==> config.mk <==
export PLATFORM = sky130hd
export DESIGN_NAME = cpu_run_monitor
export DESIGN_NICKNAME = d
export VERILOG_FILES = /design/src/rtl/cpu_run_monitor.sv
export SDC_FILE = /design/constraint.sdc
export NUM_CORES = 1
export LEC_CHECK = 0
export CAP_MARGIN = 20
export CORE_MARGIN = 2
export CORE_UTILIZATION = 50
export DETAILED_ROUTE_END_ITERATION = 8
export PLACE_DENSITY_LB_ADDON = 0.25
export SYNTH_ARGS = -nofsm -noshare
export SYNTH_HDL_FRONTEND = slang
export SYNTH_SLANG_ARGS = --single-unit
export TNS_END_PERCENT = 30
==> constraint.sdc <==
create_clock -name clk -period 4.3 [get_ports clk]
set_clock_uncertainty 0.05 [all_clocks]
set_input_delay 0.43 -clock clk [delete_from_list [all_inputs] [get_ports clk]]
set_output_delay 0.43 -clock clk [all_outputs]
set_load 0.02 [all_outputs]
==> src/rtl/cpu_run_monitor.sv <==
// cpu_run_monitor: tracks program run status and cycle budget for the cpu core,
// flags the tohost pass-store and keeps a show-ahead FIFO of store transactions.
module cpu_run_monitor #(
  parameter int          MAX_CYCLES   = 20,
  parameter logic [31:0] END_SENTINEL = 32'h0000_006F,
  parameter logic [31:0] TOHOST_ADDR  = 32'h0000_0040,
  parameter logic [31:0] PASS_VALUE   = 32'hDEAD_BEEF,
  parameter int          LOG_DEPTH    = 4
) (
  input  logic        clk,
  input  logic        reset,
  input  logic        run_en,
  input  logic [31:0] pc,
  input  logic [31:0] instr,
  input  logic        mem_write,
  input  logic [31:0] dmem_addr,
  input  logic [31:0] wdata,
  output logic [1:0]  state,
  output logic        done,
  output logic        timeout,
  output logic        pass_seen,
  output logic [15:0] cycle_count,
  output logic [31:0] end_pc,
  output logic [7:0]  misalign_cnt,
  output logic [7:0]  drop_cnt,
  output logic        log_valid,
  input  logic        log_ready,
  output logic [31:0] log_addr,
  output logic [31:0] log_data,
  output logic [15:0] log_cycle
);
  localparam int AW = $clog2(LOG_DEPTH);
  typedef enum logic [1:0] {IDLE, RUN, DONE, TIMEOUT} state_t;
  state_t st;
  logic [AW:0] wr_ptr, rd_ptr, occ;
  logic [31:0] addr_mem [LOG_DEPTH];
  logic [31:0] data_mem [LOG_DEPTH];
  logic [15:0] cyc_mem [LOG_DEPTH];
  logic full, pop, push, accept;
  assign occ = wr_ptr - rd_ptr;
  // occupancy never exceeds LOG_DEPTH, so its top bit alone means full
  assign full = occ[AW];
  assign log_valid = occ != '0;
  assign pop = log_valid && log_ready;
  assign push = st == RUN && run_en && mem_write;
  assign accept = push && (!full || pop);
  assign state = st;
  assign log_addr = log_valid ? addr_mem[rd_ptr[AW-1:0]] : '0;
  assign log_data = log_valid ? data_mem[rd_ptr[AW-1:0]] : '0;
  assign log_cycle = log_valid ? cyc_mem[rd_ptr[AW-1:0]] : '0;
  always_ff @(posedge clk) begin
    if (accept) begin
      addr_mem[wr_ptr[AW-1:0]] <= dmem_addr;
      data_mem[wr_ptr[AW-1:0]] <= wdata;
      cyc_mem[wr_ptr[AW-1:0]] <= cycle_count;
    end
  end
  always_ff @(posedge clk) begin
    if (!reset) begin
      st <= IDLE;
      done <= 1'b0;
      timeout <= 1'b0;
      pass_seen <= 1'b0;
      cycle_count <= '0;
      end_pc <= '0;
      misalign_cnt <= '0;
      drop_cnt <= '0;
      wr_ptr <= '0;
      rd_ptr <= '0;
    end else begin
      if (pop) rd_ptr <= rd_ptr + (AW+1)'(1);
      if (accept) wr_ptr <= wr_ptr + (AW+1)'(1);
      case (st)
        IDLE: if (run_en) begin
          st <= RUN;
          done <= 1'b0;
          timeout <= 1'b0;
          pass_seen <= 1'b0;
          cycle_count <= '0;
          end_pc <= '0;
          misalign_cnt <= '0;
          drop_cnt <= '0;
          wr_ptr <= '0;
          rd_ptr <= '0;
        end
        RUN: if (!run_en) st <= IDLE;
        else begin
          if (instr == END_SENTINEL) begin
            st <= DONE;
            done <= 1'b1;
            end_pc <= pc;
          end else if (cycle_count == 16'(MAX_CYCLES - 1)) begin
            st <= TIMEOUT;
            timeout <= 1'b1;
          end else cycle_count <= cycle_count + 16'd1;
          if (mem_write) begin
            if (dmem_addr == TOHOST_ADDR && wdata == PASS_VALUE) pass_seen <= 1'b1;
            if (dmem_addr[1:0] != 2'b00 && misalign_cnt != 8'hFF) misalign_cnt <= misalign_cnt + 8'd1;
            if (full && !pop && drop_cnt != 8'hFF) drop_cnt <= drop_cnt + 8'd1;
          end
        end
        default: if (!run_en) st <= IDLE;
      endcase
    end
  end
endmodule

==> out/metrics.cfg <==
[grt]
first_global_vias=9672
grtUsageTotal_pct=22.0
grt-ovfl-total=0
grt_max_degree=83
antenna_found_initial=3
grt_pass1_wl_um=55800

[timing]
finalSetupTns_ps=0
hold_viol_final=0
slew_violations=0
min_period_over_period_pct=88.9
fin_crit_ps=3820
rsz0062_at_grt=false
setup_viol_count_final=0
max_freq_mhz=261
setup_ws_ps=475
max_slew_margin_pct=49.1
worstMarginPinSlew_ps=763

[hold_path]
hold_class=reg2reg

[clock_tree]
cts_sinks=395
numCtsBuffers=41
clockBufferDepth=3
path_clk_slew_ps=60
htree_levels=2
cts-root-buf=clkbuf_16
post_cts_resize_count=0
cts_setup_buffers=0
cts_tree=done
clk_latency_ps=520
postCtsHoldBufs=0

[worst_setup_path]
cp-end-kind=output port
worstPathBufferInverterCount=3
setup.worst_path.class=reg2out
cp_cell_sequence=inv_1 -> ha_1 -> fa_1 -> xnor3_1 -> nand3_2 -> buf_12 -> and2_1 -> clkdlybuf4s50_1
crit_slowest_cell=clkdlybuf4s50_1
cp_max_fo=63
critPathTopFamily=buffers and inverters
crit_path_start_kind=flop
cp_data_arrival_time_ps=3340
crit_required_ps=3820
max_stage_delay_ps=540

[yosys]
ys_ff_latch=395
synth_top_area_share_pct=60.9
netlist_top_cells_count=edfxtp_1 (320), and2_1 (87), mux4_2 (80), dfxtp_1 (75), nand2_1 (52)
synth_area_leaders=edfxtp_1 (61%), mux4_2 (11%), dfxtp_1 (9.5%), and2_1 (3.5%), a21oi_1 (1.5%)
seq_area_frac_synth_pct=70.5
async_flop_share_pct=0
synth_cell_type_count=66
netlist_area_sq_um=15800
yosysWarnings=0
yosysMostFrequentCell=edfxtp_1
synth_fp_nets=1090
postSynthCellCount=947
ys.flop_type=edfxtp_1
avgSynthCellArea_sq_um=16.7
synth-edff-count=320
synth_top_area_cell=edfxtp_1

[die]
rows=65
ios=283
die_width_um=182
die_h_um=182
die_area_sq_um=33000
initial_utilization_pct=50.4
coreArea_sq_um=31300

[detailed_routing]
drc=0
routed_wl_um=36200
ant_nets=0
wl_per_cell_um=21.6
firstDrtPassIters=4
drtIter0Drc=704
vias=9404
via_per_inst=5.62

[pwr]
p_int_mw=6.39
peakVddDrop_mv=0.240
pwr_density_cell_nw_per_um2=396
power_frac_clock_pct=40.8
share_seq_of_total_power_pct=51.4
p_sw_mw=1.69
power.leakage_nw=6.48
swShare_pct=20.9
power_frac_comb_pct=7.8

[layout]
drive_above_1_share_pct=14.0
area_growth_pct=29.3
diodes=0
fin_nets=1383

[place]
gp_congestion=0.831
hpwl_um=23500
io_buffers=282
place_ws_ps=923

[flow_run]
drv_cap=0

[run_status]
status=completed

-- layout make-up --
| type | instances | area, sq um |
|---|---|---|
| sequential | 395 | 11100 |
| multi-input combinational | 502 | 4490 |
| fill | 2240 | 10900 |
| clock buffer | 59 | 1160 |
| inverter | 4 | 15.0 |
| clock inverter | 15 | 98.8 |
| timing repair buffer | 296 | 3010 |
| tap | 402 | 503 |
-- routing by layer --
layer | share of wire [%] | routed length (um) | global-route usage (%)
met5 | 0.053 | 19 | 0
met4 | 2.0 | 728 | 5.79
met3 | 8.4 | 3020 | 6.84
met2 | 49 | 17700 | 36.8
met1 | 41 | 14700 | 28.2
-- sequential cells by signal, indices dropped and copies added (netlist names) --
register and flops:
addr_mem 128, data_mem 128, misalign_cnt 8, cyc_mem 64, cycle_count 16, drop_cnt 8, rd_ptr 3, timeout 1
pass_seen 1, state 2, end_pc 32, done 1, wr_ptr 3
-- kinds of logic after synthesis --
kind of cell / count (synthesis) / synth area share, %
AO/OA/AOI/OAI: 108 / 4.89
AND/OR/NAND/NOR: 293 / 10.4
XOR/XNOR: 7 / 0.476
adder cells (fa/ha/maj): 10 / 0.841
flip-flops: 395 / 70.5
multiplexers: 84 / 11.7
buffers and inverters: 50 / 1.21
-- stage by stage --
step           hold WS [ps]  std cells  cell area [sq um]  utilization [%]  total power, mW
2_1_floorplan           431        947              15800                -             4.52
3_3_place_gp            387       1598              19100             61.1             4.86
3_5_place_dp            395       1598              19100             61.1             4.87
4_1_cts                 402       1672              20400             65.1             8.16
5_1_grt                 419       1673              20400             65.1             8.35
6_report                398       1673              20400             65.1             8.08
-- cells in the final DEF, fill, tap and decap left out, drive strengths merged, types with 3 or more instances in the layout --
cell	count
a21oi	46
nand4b	5
buf	14
a21bo	3
and3	4
or2	6
and4	4
o221a	7
clkbuf	59
o211ai	3
mux4	80
xnor2	4
nor2b	4
inv	5
nand3	44
nand4	8
a22o	11
and2	87
nor3	12
clkinv	12
o211a	4
o21ai	11
dfxtp	75
nor4	20
clkdlybuf4s50	282
or4	8
nor2	26
mux2i	3
o21a	3
nand2	52
edfxtp	320
ha	9
-- worst paths after layout --
path / start / endpoint / slack, ps / cells past startpoint
worst max-delay path: wr_ptr[0]$_SDFF_PN0_ / log_data[17] / 480 / 8
worst min-delay path: end_pc[2]$_SDFFE_PN0P_ / end_pc[2]$_SDFFE_PN0P_ / 400 / 2
worst max register to register: wr_ptr[0]$_SDFF_PN0_ / addr_mem[0][17]$_DFFE_PP_ / 1240 / 7
worst min register to register: end_pc[2]$_SDFFE_PN0P_ / end_pc[2]$_SDFFE_PN0P_ / 400 / 2
-- tightest hold or removal path: stages (launching register included) --
cell,delay [ps]
dfxtp_1,300
nand2_1,50
a21oi_1,50
-- power by group through the flow --
| stage | clock network (mW) | logic, mW | registers (mW) |
|---|---|---|---|
| global placement | 0 | 0.629 | 4.23 |
| finish | 3.30 | 0.633 | 4.15 |
| floorplan | 0 | 0.276 | 4.24 |
| detailed placement | 0 | 0.639 | 4.23 |
| global route | 3.51 | 0.677 | 4.15 |
| CTS | 3.37 | 0.642 | 4.15 |
No activity file was read; power rests on OpenSTA's default activity.
